## src/rtl/m2_if.sv

```systemverilog
// Operand-1 forwarding mux bus: operand sources, select, stats clear and results.
// master drives sources/select/clear, slave (the mux) drives results and counters.
interface m2_if #(
    parameter int WIDTH = 16,
    parameter int CNT_W = 16
);
    logic [WIDTH-1:0] in_op1_buff2;
    logic [WIDTH-1:0] in_alu_out_buff3;
    logic [WIDTH-1:0] in_m5_m2;
    logic [1:0]       in_cntrl_m2;
    logic             stat_clr;
    logic [WIDTH-1:0] out_m2;
    logic [WIDTH-1:0] out_m2_q;
    logic [CNT_W-1:0] fwd_cnt_alu;
    logic [CNT_W-1:0] fwd_cnt_m5;

    modport master (
        output in_op1_buff2, in_alu_out_buff3, in_m5_m2, in_cntrl_m2, stat_clr,
        input  out_m2, out_m2_q, fwd_cnt_alu, fwd_cnt_m5
    );

    modport slave (
        input  in_op1_buff2, in_alu_out_buff3, in_m5_m2, in_cntrl_m2, stat_clr,
        output out_m2, out_m2_q, fwd_cnt_alu, fwd_cnt_m5
    );
endinterface

```

## src/rtl/m2.sv

```systemverilog
// Operand-1 forwarding mux with registered copy and optional saturating forwarding
// statistics, compiled in only when M2_FWD_STATS_EN is defined.
module m2 #(
    parameter int WIDTH = 16,
    parameter int CNT_W = 16
) (
    input  logic clk,
    input  logic rst_n,
    m2_if.slave  bus
);

    logic [WIDTH-1:0] out_d;
    logic [WIDTH-1:0] out_q;

    // 11 deliberately falls back to the register-file operand (no forwarding)
    always_comb begin
        out_d = bus.in_op1_buff2;
        case (bus.in_cntrl_m2)
            2'b01:   out_d = bus.in_alu_out_buff3;
            2'b10:   out_d = bus.in_m5_m2;
            default: out_d = bus.in_op1_buff2;
        endcase
    end

    always_ff @(posedge clk or negedge rst_n) begin
        if (!rst_n) begin
            out_q <= '0;
        end else begin
            out_q <= out_d;
        end
    end

    assign bus.out_m2   = out_d;
    assign bus.out_m2_q = out_q;

`ifdef M2_FWD_STATS_EN
    logic [CNT_W-1:0] cnt_alu_d;
    logic [CNT_W-1:0] cnt_alu_q;
    logic [CNT_W-1:0] cnt_m5_d;
    logic [CNT_W-1:0] cnt_m5_q;

    // clear wins over increment; counters stick at all-ones
    always_comb begin
        cnt_alu_d = cnt_alu_q;
        cnt_m5_d  = cnt_m5_q;
        if (bus.stat_clr) begin
            cnt_alu_d = '0;
            cnt_m5_d  = '0;
        end else begin
            if (bus.in_cntrl_m2 == 2'b01 && cnt_alu_q != {CNT_W{1'b1}}) begin
                cnt_alu_d = cnt_alu_q + CNT_W'(1);
            end
            if (bus.in_cntrl_m2 == 2'b10 && cnt_m5_q != {CNT_W{1'b1}}) begin
                cnt_m5_d = cnt_m5_q + CNT_W'(1);
            end
        end
    end

    always_ff @(posedge clk or negedge rst_n) begin
        if (!rst_n) begin
            cnt_alu_q <= '0;
            cnt_m5_q  <= '0;
        end else begin
            cnt_alu_q <= cnt_alu_d;
            cnt_m5_q  <= cnt_m5_d;
        end
    end

    assign bus.fwd_cnt_alu = cnt_alu_q;
    assign bus.fwd_cnt_m5  = cnt_m5_q;
`else
    logic unused_stat_clr;

    assign unused_stat_clr = bus.stat_clr;
    assign bus.fwd_cnt_alu = '0;
    assign bus.fwd_cnt_m5  = '0;
`endif

endmodule

```

## src/flat_wrapper.sv

```systemverilog
// flat-port wrapper written by rule: the top's interface ports become plain ports
module m2_flat 
#(
    parameter int WIDTH = 16,
    parameter int CNT_W = 16
)
  (clk, rst_n, bus_in_op1_buff2, bus_in_alu_out_buff3, bus_in_m5_m2, bus_in_cntrl_m2, bus_stat_clr, bus_out_m2, bus_out_m2_q, bus_fwd_cnt_alu, bus_fwd_cnt_m5);
  m2_if #(.WIDTH(WIDTH), .CNT_W(CNT_W)) bus_i ();
  input  logic clk;
  input  logic rst_n;
  input wire logic [$bits(bus_i.in_op1_buff2)-1:0] bus_in_op1_buff2;
  input wire logic [$bits(bus_i.in_alu_out_buff3)-1:0] bus_in_alu_out_buff3;
  input wire logic [$bits(bus_i.in_m5_m2)-1:0] bus_in_m5_m2;
  input wire logic [$bits(bus_i.in_cntrl_m2)-1:0] bus_in_cntrl_m2;
  input wire logic [$bits(bus_i.stat_clr)-1:0] bus_stat_clr;
  output wire logic [$bits(bus_i.out_m2)-1:0] bus_out_m2;
  output wire logic [$bits(bus_i.out_m2_q)-1:0] bus_out_m2_q;
  output wire logic [$bits(bus_i.fwd_cnt_alu)-1:0] bus_fwd_cnt_alu;
  output wire logic [$bits(bus_i.fwd_cnt_m5)-1:0] bus_fwd_cnt_m5;
  assign bus_i.in_op1_buff2 = bus_in_op1_buff2;
  assign bus_i.in_alu_out_buff3 = bus_in_alu_out_buff3;
  assign bus_i.in_m5_m2 = bus_in_m5_m2;
  assign bus_i.in_cntrl_m2 = bus_in_cntrl_m2;
  assign bus_i.stat_clr = bus_stat_clr;
  assign bus_out_m2 = bus_i.out_m2;
  assign bus_out_m2_q = bus_i.out_m2_q;
  assign bus_fwd_cnt_alu = bus_i.fwd_cnt_alu;
  assign bus_fwd_cnt_m5 = bus_i.fwd_cnt_m5;
  m2 #(.WIDTH(WIDTH), .CNT_W(CNT_W)) u_core (.clk(clk), .rst_n(rst_n), .bus(bus_i));
endmodule
```

## config.mk

```make
export PLATFORM = sky130hd
export DESIGN_NAME = m2_flat
export DESIGN_NICKNAME = d
export VERILOG_FILES = /design/src/rtl/m2_if.sv /design/src/rtl/m2.sv /design/src/flat_wrapper.sv
export SDC_FILE = /design/constraint.sdc
export NUM_CORES = 1
export LEC_CHECK = 0
export CORE_AREA = 2 2 64 66
export CTS_CLUSTER_DIAMETER = 150
export DETAILED_ROUTE_END_ITERATION = 8
export DIE_AREA = 0 0 66 68
export PLACE_DENSITY = 0.87
export SLEW_MARGIN = 20
export SYNTH_ARGS = -nofsm -noshare
export SYNTH_HDL_FRONTEND = slang
export SYNTH_SLANG_ARGS = --single-unit
```

## constraint.sdc

```tcl
create_clock -name clk -period 1.3 [get_ports clk]
set_clock_uncertainty 0.15 [all_clocks]
set_input_delay 0.13 -clock clk [delete_from_list [all_inputs] [get_ports clk]]
set_output_delay 0.13 -clock clk [all_outputs]
set_load 0.01 [all_outputs]
```

==> results.md, run 1 <==
* Leakage at 1.04 nW
* Yosys cell types at 11
* Total power at about 0.0019 W
* Failing checks: negative setup slack
* Final Max Tran Viols at 0
* Worst-path maximum fanout at 8
* Die ar. at 4490 sq um
* TritonCTS Buffers at 3
* #FFs+latches synth at 16
* Diode count at 0
* Area share of the largest cell type after synthesis at roughly two fifths
* Via density per instance at 4.58
* DR DRC count at 0
* Post-route design area at 2300 sq um
* Pin count of the biggest net entering global routing at 17
* Synth Warn # at 0
* Dominant cell type by area after synthesis: dfrtp_1
* Routed length per instance at 18.0 microns
* Avg Inst Size Synth at approximately 9.2 sq um
* Finish-stage setup viols at 15
* Core box area at 3860 sq um
* Part of the power in registers at a little under a third
* Switching share of power at 32.8%
* Clock power share at between 15 and 20%
* Clk sinks at 16
* FP Rows at 23
* Peak supply drop at 295 uV
* Largest cells by area after synthesis: dfrtp_1 40%, buf_4 24%, a22oi_1 12%
* Port Buf Inserts at 83
* Drt first pass iters at 4
* Hpwl dp at 2630 microns
* Fillers at between 200 and 300
* Sum Neg Setup Slack at -0.739 ns
* Worst path required time at around 1.0 ns
* Die X at 66 microns
* Net Switching at 0.000621 W
* Die Height at 68 microns
* Grt total ovfl at 0
* Post-Synthesis Cells at 108
* Layout cell share with drive strength beyond 1 at 43.5%
* CTS H-tree lvls at 1
* Root buf cell: clkbuf_8
* CTS max path bufs at 2
* CTS tree: done
* Area growth from synthesis to final layout at 133%
* Final hold viol count at 0
* Total Nets Final at about 270
* Critical path arrival at 1.11 ns
* Post-layout minimum cycle time at 1.39 ns
* Status: finished with violations
* RSZ-0062 raised after global routing: yes
* Cell area after synthesis at about 1000 sq um
* Max Cap Viol at 0
* Combinational share of power at between 50 and 60%
* Cell Pwr Density at 820 nW/um^2
* Internal power at around 0.0013 W
* Period utilization at 107%
* Via Count at ~1200
* Worst setup endpoint: bus_out_m2[1]
* Hold Buf Count CTS at 0
* Worst Setup Path Type: in2out
* Worst Hold Class: in2async
* Routability Congestion at 0.817
* Vias in the first global route at 1163
* Register area at approximately 400 sq um
* Antenna viol nets, final at 0
* Sequential area share after synthesis at 40.4%
* First-pass GRT wire length at about 6200 microns
* Initial antenna violation count at 0
* Routed WL at 4760 microns
* Clk slew on worst S/H paths at 0.06 ns
* Initial Util at 25.7%
* Nature of the critical path startpoint: input port
* Initial DRC Count at 64
* Overall Global Routing Usage at a little under a fifth
* Largest register FFs at 16
* Crit path from: bus_in_cntrl_m2[0]
* Max Fclk at 718 MHz
* I/O Pins at between 100 and 150
* Multi-input logic area at 688 sq um
* Worst Setup End Kind: output pin
* Worst Slack Setup Final at -0.0921 ns
* Post-DP Area at 1860 sq um
==> final cells by class <==
type                    instances  share of cell area (%)
repair buffers                111                    47.9
multi-input cells              82                    29.9
flip-flops and latches         16                    17.4
well taps                      50                    2.71
clock buffers                   3                    1.79
inverters                       2                   0.326
==> logic make-up after synthesis <==
group | count (synthesis) | synth area share, %
AOI/OAI and AO/OA | 32 | 20.2
adders and majority gates | 2 | 2.52
buffers and inverters | 41 | 30.4
DFF | 16 | 40.4
other | 1 | 0.378
and+or+nand+nor | 16 | 6.06
==> synth_stat cells <==
| master | instances |
|---|---|
| buf_4 | 32 |
| ha_1 | 2 |
| o21ai_0 | 6 |
| o21ai_1 | 10 |
| inv_1 | 2 |
| nand2_1 | 16 |
| buf_6 | 3 |
| conb_1 | 1 |
| buf_2 | 4 |
| dfrtp_1 | 16 |
| a22oi_1 | 16 |
==> stage by stage <==
stage               setup slack [ns]  hold slack (ns)  util, %  std cells
floorplan                     0.0263           -0.316        -        139
global placement              -0.904            0.316     48.2        248
detailed placement            -0.971            0.324     48.2        248
CTS                          -0.0922           0.0683     58.3        261
global route                  -0.117           0.0736     59.8        264
finish                       -0.0921           0.0656     59.8        264
==> metal layers <==
layer | global-route usage [%] | wire length (microns)
met2 | 37.6 | 2490
met3 | 5.43 | 500
met1 | 18.3 | 1580
met5 | 0 | 0
met4 | 8.16 | 193
==> placed cells by master (no fill, tap or decap) <==
| cell type | instances |
|---|---|
| a22oi_2 | 16 |
| clkbuf_8 | 3 |
| clkdlybuf4s50_1 | 49 |
| buf_12 | 3 |
| inv_2 | 2 |
| buf_16 | 1 |
| o21ai_4 | 13 |
| buf_8 | 2 |
| ha_4 | 2 |
| nand2_1 | 8 |
| buf_6 | 17 |
| dfrtp_1 | 16 |
| nand2_2 | 8 |
| conb_1 | 32 |
| dlygate4sd2_1 | 16 |
| o21ai_2 | 3 |
| buf_4 | 20 |
| buf_2 | 3 |
==> power groups by stage <==
| stage | clock (W) | combinational (W) | sequential (W) |
|---|---|---|---|
| after global routing | 0.000392 | 0.000997 | 0.000572 |
| after CTS | 0.000353 | 0.000887 | 0.000566 |
| final | 0.000369 | 0.000952 | 0.000569 |
| after floorplan | 0 | 0.000264 | 0.000607 |
| after detailed placement | 0 | 0.000701 | 0.000577 |
| after global placement | 0 | 0.000685 | 0.000574 |
==> critical path, stage by stage <==
cell and delay [ns]:
buf_8 0.10, buf_6 0.10, ha_4 0.17, buf_16 0.15, a22oi_2 0.23, o21ai_4 0.10
buf_6 0.12
==> what timing repair did <==
item | in CTS | in global routing
pin swaps | 15 | 17
endpoints found under the hold margin | 0 | 0
buffers inserted | 6 | 6
resized for setup | 162 | 17
setup endpoints to repair | 48 | 16
gates cloned | 4 | 0
==> worst min path at each step <==
| stage | from | end | slack [ns] | cells after the start |
|---|---|---|---|---|
| after global routing | rst_n | u_core.bus.out_m2_q[9]$_DFF_PN0_ | 0.07 | 2 |
| after floorplan | rst_n | u_core.bus.out_m2_q[0]$_DFF_PN0_ | -0.32 | 0 |
| after detailed placement | rst_n | u_core.bus.out_m2_q[0]$_DFF_PN0_ | 0.32 | 2 |
| after CTS | rst_n | u_core.bus.out_m2_q[0]$_DFF_PN0_ | 0.07 | 2 |
| final | rst_n | u_core.bus.out_m2_q[9]$_DFF_PN0_ | 0.07 | 2 |
| after global placement | rst_n | u_core.bus.out_m2_q[13]$_DFF_PN0_ | 0.32 | 2 |
(Power assumes the default switching activity.)
==> run 2: changes to the inputs <==
--- a/config.mk
+++ b/config.mk
@@ -5,11 +5,11 @@
 export SDC_FILE = /design/constraint.sdc
 export NUM_CORES = 1
 export LEC_CHECK = 0
-export CORE_AREA = 2 2 64 66
+export CORE_AREA = 10 10 61 88
 export CTS_CLUSTER_DIAMETER = 150
 export DETAILED_ROUTE_END_ITERATION = 8
-export DIE_AREA = 0 0 66 68
-export PLACE_DENSITY = 0.87
+export DIE_AREA = 0 0 71 98
+export PLACE_DENSITY = 0.86
 export SLEW_MARGIN = 20
 export SYNTH_ARGS = -nofsm -noshare
 export SYNTH_HDL_FRONTEND = slang
==> results.md, run 2 (synthesis results as in run 1) <==
* Status: finished with violations
* Failing checks: negative setup slack
* FP Rows at 28 (+22%)
* Core box area at 3850 sq um (about the same)
* Worst Setup Path Type: in2out
* Leakage at 1.02 nW (-1.7%)
* Finished Core Util at 57.4% (-2.4 points)
* Clk sinks at 16 (unchanged)
* Port Buf Inserts at 83 (unchanged)
* Cell Pwr Density at 835 nW/um^2 (+1.8%)
* DR DRC count at 0 (unchanged)
* Clk slew on worst S/H paths at 0.07 ns (about the same)
* RSZ-0062 raised after global routing: yes
* Worst Slack Setup Final at -0.0892 ns (+0.00289 ns)
* CP max stage cell: a22oi_2
* CP cell instances: buf_6, buf_6, ha_4, buf_16, a22oi_2, o21ai_4, buf_6
* Initial antenna violation count at 0 (unchanged)
* Worst Hold Class: in2async
* Finish-stage setup viols at 15 (unchanged)
* Final Instance Count excl. Fillers at 258 (-2.3%)
* Period utilization at 107% (-0.22 points)
* Most common cell after layout, fill and taps aside: clkdlybuf4s50_1
* Vias in the first global route at 1335 (+15%)
* Routed WL at 5360 microns (+13%)
* Worst Setup End Kind: output pin
* Routability Congestion at 0.746 (-8.7%)
* Most frequent cells in the layout: 49 x clkdlybuf4s50_1, 32 x conb_1, 18 x buf_4
* Layout cell share with drive strength beyond 1 at 43.7% (+0.20 points)
* Diode count at 0 (unchanged)
* CTS max path bufs at 2 (unchanged)
* Placed cell count at 240 (-3.2%)
* Hpwl dp at 3470 microns (+32%)
* Worst path required time at 1.02 ns (about the same)
* TritonCTS Buffers at 3 (unchanged)
* Initial DRC Count at 99 (+55%)
* Worst-path maximum fanout at 8 (unchanged)
* CP most frequent cell: buf_6
* Total Nets Final at 270 (-0.37%)
* Area growth from synthesis to final layout at 123%
* Drt first pass iters at 4 (unchanged)
* First-pass GRT wire length at 7400 microns (+19%)
* I/O Pins at 117 (unchanged)
* Slowest stage delay, CP at 0.21 ns (-0.02 ns)
* Max Cap Viol at 0 (unchanged)
* Pin count of the biggest net entering global routing at 17 (unchanged)
* Antenna viol nets, final at 0 (unchanged)
* Routed length per instance at 20.8 microns (+15%)
* Grt total ovfl at 0 (unchanged)
* Die X at 71 microns (+7.6%)
* Root buf cell: clkbuf_8
* Initial Util at 25.7% (about the same)
* Via density per instance at 4.71 (+3.0%)
* Die ar. at 6960 sq um (+55%)
* CTS tree: done
* Peak supply drop at 529 uV (+79%)
* Crit path from: bus_in_cntrl_m2[0]
* Via Count at 1216 (+0.66%)
* Die Height at 98 microns (+44%)
* CTS H-tree lvls at 1 (unchanged)
* Largest register FFs at 16 (unchanged)
* Critical path arrival at 1.11 ns (about the same)
* Max Fclk at 720 MHz (+0.21%)
* Final Max Tran Viols at 0 (unchanged)
* Overall Global Routing Usage at 13.2% (-5.8 points)
* Final hold viol count at 0 (unchanged)
* Worst setup endpoint: bus_out_m2[10]
* Final hold slack at 0.0479 ns (-0.0177 ns)
* Nature of the critical path startpoint: input port
* Post-layout minimum cycle time at 1.39 ns (-0.00289 ns)
-- run 2: cell types whose count changed in the layout (fill, tap and decap cells not counted), moves of 2 or more --
cell,previous run,this run
buf_2,3,9
buf_6,17,13
buf_4,20,18
o21ai_4,13,7
o21ai_2,3,9
-- run 2: per-layer routing --
| layer | global-route usage, % | vias up | wire, microns |
|---|---|---|---|
| li1 | - | 515 | - |
| met1 | 14.0 | 570 | 1830 |
| met2 | 23.0 | 118 | 2690 |
| met3 | 5.67 | 13 | 689 |
| met4 | 4.04 | 0 | 153 |
| met5 | 0 | - | 0 |
-- run 2: worst max-delay path, delay by kind of cell --
family | cells | cell delay [ns]
compound gates | 2 | 0.32
fa+ha+maj | 1 | 0.17
buf+inv | 4 | 0.49
-- run 2: how the worst min path moves through the flow --
stage          startpoint                           endpoint
6_report            rst_n   u_core.bus.out_m2_q[1]$_DFF_PN0_
5_1_grt             rst_n   u_core.bus.out_m2_q[9]$_DFF_PN0_
4_1_cts             rst_n  u_core.bus.out_m2_q[13]$_DFF_PN0_
3_5_place_dp        rst_n  u_core.bus.out_m2_q[13]$_DFF_PN0_
3_3_place_gp        rst_n  u_core.bus.out_m2_q[13]$_DFF_PN0_
2_1_floorplan       rst_n   u_core.bus.out_m2_q[0]$_DFF_PN0_
-- run 2: metrics by stage --
step	total power, W	cell area (sq um)	worst slack, ns	setup TNS (ns)
floorplan	0.000871	1110	0.0263	0
global placement	0.00124	1820	-0.953	-20.78
detailed placement	0.00126	1820	-1.01	-21.75
CTS	0.00177	2170	-0.0569	-0.368
global route	0.00192	2210	-0.111	-0.987
finish	0.00185	2210	-0.0892	-0.521
-- run 2: layout make-up --
| class | instances | area, sq um |
|---|---|---|
| clock buffer | 3 | 41.3 |
| fill | 285 | 1640 |
| inverter | 2 | 7.51 |
| multi-input combinational | 82 | 651 |
| sequential | 16 | 400 |
| tap | 45 | 56.3 |
| timing repair buffer | 110 | 1050 |
-- run 2: where the power goes --
group,switching (W),total [W],internal (W)
registers,0.0000156,0.000568,0.000552
clock network,0.000181,0.000387,0.000206
logic,0.000420,0.000891,0.000472
-- run 2: repair_timing --
item / CTS / global route
endpoints found under the setup margin: 48 / 16
pin swaps: 20 / 15
cloned: 3 / 0
hold buffers: 0 / 0
buffers inserted: 11 / 4
gates resized for setup: 154 / 17
==> run 3: changes to the inputs <==
--- a/config.mk
+++ b/config.mk
@@ -14,3 +14,4 @@
 export SYNTH_ARGS = -nofsm -noshare
 export SYNTH_HDL_FRONTEND = slang
 export SYNTH_SLANG_ARGS = --single-unit
+export TNS_END_PERCENT = 10
==> results.md, run 3 (synthesis results as in run 1) <==
* Status: finished with violations
* Failing checks: negative setup slack
* Pin count of the biggest net entering global routing at 17 (unchanged)
* Max Fclk at 729 MHz (+1.2%)
* Overall Global Routing Usage at 12.8% (-0.47 points)
* Worst Setup Path Type: in2out
* Peak supply drop at 662 uV (+25%)
* Port Buf Inserts at 83 (unchanged)
* Worst Path Buf+Inv at 4 (unchanged)
* Initial antenna violation count at 0 (unchanged)
* Largest register FFs at 16 (unchanged)
* Hold Buf Count CTS at 0 (unchanged)
* Critical path arrival at 1.09 ns (-0.02 ns)
* DR DRC count at 0 (unchanged)
* Net Switching at 0.000617 W (about the same)
* Worst Setup End Kind: output pin
* Cell Pwr Density at 823 nW/um^2 (-1.4%)
* CP cell instances: buf_6, buf_6, ha_4, buf_12, a22oi_2, o21ai_4, buf_2
* Hpwl dp at 3470 microns (unchanged)
* Routed length per instance at 20.1 microns (-3.4%)
* Most common cell after layout, fill and taps aside: clkdlybuf4s50_1
* Part of the power in registers at 30.3% (-0.4 points)
* Via Count at 1155 (-5.0%)
* Total power at 0.00187 W (+1.3%)
* Switching share of power at 33.0% (-0.39 points)
* Total Nets Final at 268 (-0.74%)
* Max Cap Viol at 0 (unchanged)
* Routability Congestion at 0.746 (unchanged)
* TritonCTS Buffers at 3 (unchanged)
* Initial Util at 25.7% (unchanged)
* Most frequent cells in the layout: 49 x clkdlybuf4s50_1, 32 x conb_1, 17 x buf_6, 16 x dlygate4sd2_1, 16 x dfrtp_1
* CP most frequent cell: buf_6
* Layout cell share with drive strength beyond 1 at 43.6% (-0.060 points)
* Routed WL at 5140 microns (-4.2%)
* Placed cell count at 240 (unchanged)
* Internal power at 0.00125 W (+1.9%)
* I/O Pins at 117 (unchanged)
* Die ar. at 6960 sq um (unchanged)
* Worst path required time at 1.02 ns (about the same)
* CTS H-tree lvls at 1 (unchanged)
* Initial DRC Count at 42 (-58%)
* RSZ-0062 raised after global routing: yes
* Clk sinks at 16 (unchanged)
* Antenna viol nets, final at 0 (unchanged)
* Area growth from synthesis to final layout at 129%
* Largest delay contributor family on the critical path: buffers and inverters
* Nature of the critical path startpoint: input port
* Final hold viol count at 0 (unchanged)
* Grt total ovfl at 0 (unchanged)
* Root buf cell: clkbuf_8
* Multi-input logic area at 688 sq um (+5.8%)
* Finish-stage setup viols at 14 (-1)
* Drt first pass iters at 4 (unchanged)
* Register area at 400 sq um (unchanged)
* Final Instance Count excl. Fillers at 256 (-0.78%)
* Core box area at 3850 sq um (unchanged)
* Vias in the first global route at 1312 (-1.7%)
* FP Rows at 28 (unchanged)
* CP max stage cell: a22oi_2
* Clk slew on worst S/H paths at 0.07 ns (about the same)
* Die Height at 98 microns (unchanged)
* Slowest stage delay, CP at 0.20 ns (about the same)
* CTS max path bufs at 2 (unchanged)
* CTS tree: done
* Worst Slack Setup Final at -0.0726 ns (+0.0166 ns)
* Via density per instance at 4.51 (-4.3%)
* Die X at 71 microns (unchanged)
* Diode count at 0 (unchanged)
* Worst Hold Class: in2async
* First-pass GRT wire length at 7110 microns (-3.8%)
* Leakage at 1.04 nW (+2.0%)
* Post-layout minimum cycle time at 1.37 ns (-0.0166 ns)
* Final Max Tran Viols at 0 (unchanged)
* Fillers at 273 (-4.2%)
* Combinational share of power at 49.4% (+1.1 points)
* Clock power share at 20.3% (-0.7 points)
* Period utilization at 106% (-1.3 points)
* Worst-path maximum fanout at 8 (unchanged)
## run 3: cell count changes in the layout (fill, tap and decap cells not counted), sizes merged
| cell | delta |
|---|---|
| buf | -2 |
## run 3: area by class of cell
type,instances,area share (%)
Clock buffer,3,1.82
Inverter,2,0.331
Multi-Input combinational cell,82,30.3
Sequential cell,16,17.6
Tap cell,45,2.48
Timing Repair Buffer,108,47.4
## run 3: worst max-delay path by stage
stage / startpoint / end / depth (start not counted) / slack, ns
2_1_floorplan: bus_in_cntrl_m2[0] / u_core.bus.out_m2_q[0]$_DFF_PN0_ / 4 / 0.03
3_3_place_gp: bus_in_cntrl_m2[0] / bus_out_m2[13] / 7 / -0.95
3_5_place_dp: bus_in_cntrl_m2[0] / bus_out_m2[0] / 6 / -1.01
4_1_cts: bus_in_cntrl_m2[0] / bus_out_m2[10] / 7 / -0.06
5_1_grt: bus_in_cntrl_m2[0] / bus_out_m2[2] / 7 / -0.11
6_report: bus_in_cntrl_m2[0] / bus_out_m2[9] / 7 / -0.07
## run 3: power by group through the flow
stage / combinational, W / clock, W / sequential (W)
floorplan: 0.000264 / 0 / 0.000607
global placement: 0.000670 / 0 / 0.000573
detailed placement: 0.000683 / 0 / 0.000576
CTS: 0.000827 / 0.000367 / 0.000565
global route: 0.000978 / 0.000398 / 0.000573
finish: 0.000923 / 0.000380 / 0.000567
## run 3: what timing repair did
item / CTS / global route
buffers inserted: 9 / 2
endpoints found under the setup margin: 48 / 16
endpoints found under the hold margin: 0 / 0
gates cloned: 3 / 0
resized for setup: 153 / 25
pin swaps: 20 / 5
## run 3: layer usage
layer	track usage [%]	up-vias	part of all wire (%)
met3	5.47	12	9.7
met2	21.6	92	49
li1	-	509	-
met1	13.4	542	38
met5	0	-	0
met4	5.38	0	3.1
## run 3: per-stage QoR
step / hold slack (ns) / worst slack [ns] / area [sq um] / setup TNS (ns) / util (%)
after detailed placement: 0.323 / -1.01 / 1820 / -21.75 / 47.1
after global placement: 0.311 / -0.953 / 1820 / -20.78 / 47.1
after floorplan: -0.316 / 0.0263 / 1110 / 0 / -
after CTS: 0.0668 / -0.0555 / 2150 / -0.407 / 55.9
final: 0.0510 / -0.0726 / 2270 / -0.477 / 58.9
after global routing: 0.0797 / -0.109 / 2270 / -1.05 / 58.9
